File: src/rtl/uart_rx.sv
// uart_rx: oversampling UART receiver (16 ticks per bit, LSB first, idle-high line).
//
// Ports:
//   clk_i          system clock
//   reset_i        asynchronous active-low reset
//   tick_i         oversample strobe, one clk wide, 16 per bit period
//   rx_i           serial line (synchronised internally before use)
//   dout_o         last received data word, held until the next completed frame
//   rx_done_tick_o one-clk pulse in the cycle after the stop-bit sample
//   frame_err_o    stop bit of the last frame was sampled low
//   state_o        current FSM state (IDLE=0, START=1, DATA=2, PARITY=3, STOP=4)
//   parity_err_o   parity mismatch on the last frame (UART_RX_PARITY_EN only)
//
// Build option: define UART_RX_PARITY_EN to add a parity bit between the data
// bits and the stop bit, the parity_err_o output and the ODD parameter
// (0 = even parity, 1 = odd parity).
module uart_rx #(
  parameter int unsigned DBIT    = 8,
  parameter int unsigned SB_TICK = 16
`ifdef UART_RX_PARITY_EN
  ,
  parameter bit          ODD     = 1'b0
`endif
) (
  input  logic            clk_i,
  input  logic            reset_i,
  input  logic            tick_i,
  input  logic            rx_i,
  output logic [DBIT-1:0] dout_o,
  output logic            rx_done_tick_o,
  output logic            frame_err_o,
  output logic [2:0]      state_o
`ifdef UART_RX_PARITY_EN
  ,
  output logic            parity_err_o
`endif
);

  localparam int unsigned NW = (DBIT > 1) ? $clog2(DBIT) : 1;
  localparam logic [NW-1:0] N_LAST  = NW'(DBIT - 1);
  localparam logic [3:0]    SB_LAST = 4'(SB_TICK - 1);

  typedef enum logic [2:0] {
    IDLE   = 3'd0,
    START  = 3'd1,
    DATA   = 3'd2,
`ifdef UART_RX_PARITY_EN
    PARITY = 3'd3,
`endif
    STOP   = 3'd4
  } state_t;

  state_t          state;
  logic [3:0]      s;
  logic [NW-1:0]   n;
  logic [DBIT-1:0] b;
  logic            sync1;
  logic            rx_s;
`ifdef UART_RX_PARITY_EN
  logic            par_bad;
`endif

  assign state_o = state;

  // Two-flop synchroniser; resets to the idle (high) line level.
  always_ff @(posedge clk_i or negedge reset_i) begin
    if (!reset_i) begin
      sync1 <= 1'b1;
      rx_s  <= 1'b1;
    end else begin
      sync1 <= rx_i;
      rx_s  <= sync1;
    end
  end

  always_ff @(posedge clk_i or negedge reset_i) begin
    if (!reset_i) begin
      state          <= IDLE;
      s              <= '0;
      n              <= '0;
      b              <= '0;
      dout_o         <= '0;
      rx_done_tick_o <= 1'b0;
      frame_err_o    <= 1'b0;
`ifdef UART_RX_PARITY_EN
      par_bad        <= 1'b0;
      parity_err_o   <= 1'b0;
`endif
    end else begin
      rx_done_tick_o <= 1'b0;
      case (state)
        // Start detection does not wait for a tick.
        IDLE: begin
          if (!rx_s) begin
            state <= START;
            s     <= '0;
          end
        end
        // Re-check the line at the middle of the start bit to reject glitches.
        START: begin
          if (tick_i) begin
            if (s == 4'd7) begin
              if (!rx_s) begin
                state <= DATA;
                s     <= '0;
                n     <= '0;
              end else begin
                state <= IDLE;
              end
            end else begin
              s <= s + 4'd1;
            end
          end
        end
        DATA: begin
          if (tick_i) begin
            if (s == 4'd15) begin
              b <= {rx_s, b[DBIT-1:1]};
              s <= '0;
              if (n == N_LAST) begin
`ifdef UART_RX_PARITY_EN
                state <= PARITY;
`else
                state <= STOP;
`endif
              end else begin
                n <= n + NW'(1);
              end
            end else begin
              s <= s + 4'd1;
            end
          end
        end
`ifdef UART_RX_PARITY_EN
        // Mismatch flag is held until STOP so it publishes alongside dout_o.
        PARITY: begin
          if (tick_i) begin
            if (s == 4'd15) begin
              par_bad <= rx_s ^ (^b) ^ ODD;
              s       <= '0;
              state   <= STOP;
            end else begin
              s <= s + 4'd1;
            end
          end
        end
`endif
        STOP: begin
          if (tick_i) begin
            if (s == SB_LAST) begin
              state          <= IDLE;
              dout_o         <= b;
              frame_err_o    <= ~rx_s;
              rx_done_tick_o <= 1'b1;
`ifdef UART_RX_PARITY_EN
              parity_err_o   <= par_bad;
`endif
            end else begin
              s <= s + 4'd1;
            end
          end
        end
        default: state <= IDLE;
      endcase
    end
  end

endmodule

File: config.mk
export PLATFORM = sky130hd
export DESIGN_NAME = uart_rx
export DESIGN_NICKNAME = d
export VERILOG_FILES = /design/src/rtl/uart_rx.sv
export SDC_FILE = /design/constraint.sdc
export NUM_CORES = 1
export LEC_CHECK = 0
export ABC_AREA = 1
export CAP_MARGIN = 5
export CELL_PAD_IN_SITES_DETAIL_PLACEMENT = 1
export CELL_PAD_IN_SITES_GLOBAL_PLACEMENT = 2
export CORE_ASPECT_RATIO = 1.25
export CORE_MARGIN = 2
export CORE_UTILIZATION = 35
export DETAILED_ROUTE_END_ITERATION = 8
export PLACE_DENSITY = 0.85
export SLEW_MARGIN = 20
export SYNTH_ARGS = -nofsm -noshare
export SYNTH_HDL_FRONTEND = slang
export SYNTH_SLANG_ARGS = --single-unit
File: constraint.sdc
create_clock -name clk_i -period 2.26 [get_ports clk_i]
set_input_delay 0.565 -clock clk_i [delete_from_list [all_inputs] [get_ports clk_i]]
set_output_delay 0.565 -clock clk_i [all_outputs]
set_load 0.02 [all_outputs]
==> results.cfg <==
[yosys]
yosys-top-cells-count = nand2_1, dfrtp_1, inv_1, nand3_1, nor2_1
synth_top_area_cell = dfrtp_1
synth_mux_area_share_pct = 0
synth_top_family_by_area = simple AND/OR/NAND/NOR gates
ys_seq_area_share_pct = 46.67
synth-compound-area-share_pct = 6.124
async_flop_share_pct = 100.0
synth-simple-area-share_pct = 35.58
synth_area_um2 = 1614
synth_warnings = 0
syn_nets = 218
ys_seq_elements = 30
synthFlopType = dfrtp_1
synth.avg_cell_area_um2 = 7.650
synth.distinct_cells = 20
synth_area_leaders = dfrtp_1, nand2_1, inv_1
synth-edff-count = 0
yosysMostFrequentCell = nand2_1
synth_top_area_share_pct = 43.41
synth_fa_ha_area_share_pct = 2.326
synthXorXnorAreaFrac_pct = 0
syn_inst = 211

[cts]
cts_tree = built
hold_buffers = 0
cts_resized = 0
cts-htree-levels = 2
numClockSinks = 30
cts_buffer_depth = 2
clk_latency_ns = 0.28
clk_pin_slew_ns = 0.06
post_cts_buffers = 0
cts.root.buffer_cell = clkbuf_8
cts_buffers = 5

[global_route]
grt_pass1_vias = 1457
grt_pass1_wl_um = 6651
grt_max_degree = 31
grt_use_total_pct = 16.64
antenna_found_initial = 0
grt_overflow = 0

[place]
io_buffers = 16
dp_hpwl_um = 2674
pre_cts_ws_ns = 0.3689
gp_congestion = 0.7533

[setup_path]
cpPeakStageDelay_ns = 0.65
critPathKind = flip-flop to output pin
slowest_stage = clkdlybuf4s50_1
cp.buffers_inverters = 1
startpoint_type = flip-flop
worst-path-max-fanout = 6
cp_cell_sequence = clkdlybuf4s50_1
crit_family = buffers and inverters
arrival_ns = 1.40
endpoint_kind = output pin
cp.required_ns = 1.69

[drt]
wl_per_cell_um = 12.45
drt-initial-drc-count = 67
first_pass_iters = 4
viasPerCell = 4.678
routed_wl_um = 3598
num_vias = 1352
drc = 0
drtAntennaViolNets = 0

[sta]
fin_ws_ns = 0.2935
slew_headroom_pct = 68.23
worst_pin_slew_ns = 0.4753
timing.fmax_mhz = 508.5
hold_viol_final = 0
grt_setup_unrepaired = false
period_share_pct = 87.01
tns_ns = 0
min_period_ns = 1.966
final-setup-viol-count = 0
clock_skew_ns = 0.003284
slew_viol_final = 0

[floorplan]
die_w_um = 64.74
io_pins = 17
core_area_um2 = 4425
dieHeight_um = 79.93
start_util_pct = 36.47
dieArea_um2 = 5174
core.rowCount = 27

[cells_and_area]
drive_above_1_share_pct = 11.69
layout.nets = 237
final_util_pct = 43.03
n_antenna_cell = 0
area_delta_synth_final_pct = 17.98

[power]
power_density_nw_per_um2 = 1010
leakagePower_uw = 0.0009737
peakVddDrop_mv = 0.4178

[status]
outcome = complete, no violations

[job]
maxCapViolCount = 0

[worst_hold_path]
hold_path_class = flip-flop to flip-flop
flip-flops by register name (all words and copies together), names as in the netlist:
signal / cells
n: 3
dout_o: 8
s: 4
sync1: 1
state_o: 3
rx_done_tick_o: 1
rx_s: 1
frame_err_o: 1
b: 8
layout by cell type, fill, tap and decap left out, drive strengths merged:
| master | instances |
|---|---|
| clkinv | 1 |
| nand3b | 2 |
| ha | 3 |
| nand4 | 6 |
| clkinvlp | 1 |
| nand2 | 81 |
| a21oi | 1 |
| clkbuf | 6 |
| clkdlybuf4s50 | 16 |
| dfrtp | 28 |
| o21ai | 18 |
| dfstp | 2 |
| nand3 | 19 |
| buf | 1 |
| inv | 28 |
| nor2 | 18 |
path summary, 6_finish.rpt:
path | from | to | slack (ns) | depth (start not counted)
setup / recovery | state_o[1] | state_o[1] | 0.29 | 1
hold / removal | sync1 | rx_s | 0.36 | 0
setup reg to reg | s[0] | n[1] | 0.48 | 8
hold reg to reg | sync1 | rx_s | 0.36 | 0
max in group asynchronous | reset_i | rx_s | 1.28 | 2
min in group asynchronous | reset_i | state_o[1] | 0.67 | 2
metal layers:
metal	vias up	track usage, %	wire length [µm]
met3	6	3.385	95
met5	-	0	0
met1	635	21.40	1703
met4	0	5.745	55
met2	13	27.63	1743
li1	698	-	-
layout make-up:
cell class	instances	area, µm²
sequential	30	753.2
clock inverter	2	12.51
timing repair buffer	17	167.7
multi-input combinational	148	710.7
tap	58	72.57
clock buffer	6	82.58
fill	571	2521
inverter	28	105.1
logic make-up (layout without fill, tap and decap cells):
group | Yosys count | count (layout)
simple gates | 126 | 126
compound gates | 19 | 19
buf+inv | 33 | 53
fa+ha+maj | 3 | 3
flops | 30 | 30
metrics by stage:
stage / total power, µW / cells / instance area (µm²) / hold WS, ns
finish: 1923 / 289 / 1904 / 0.3614
CTS: 1952 / 289 / 1904 / 0.3634
floorplan: 1282 / 211 / 1614 / 0.2694
global route: 2091 / 289 / 1904 / 0.3658
global placement: 1480 / 281 / 1809 / 0.3472
detailed placement: 1494 / 281 / 1809 / 0.3538
where the power goes:
part / total (µW) / internal, µW / leakage [µW] / switching, µW
Combinational: 779 / 263 / 0.000520 / 516
Sequential: 689 / 597 / 0.000406 / 92.4
Clock: 454 / 244 / 0.0000472 / 210
Power figures use the tool's default switching activity.
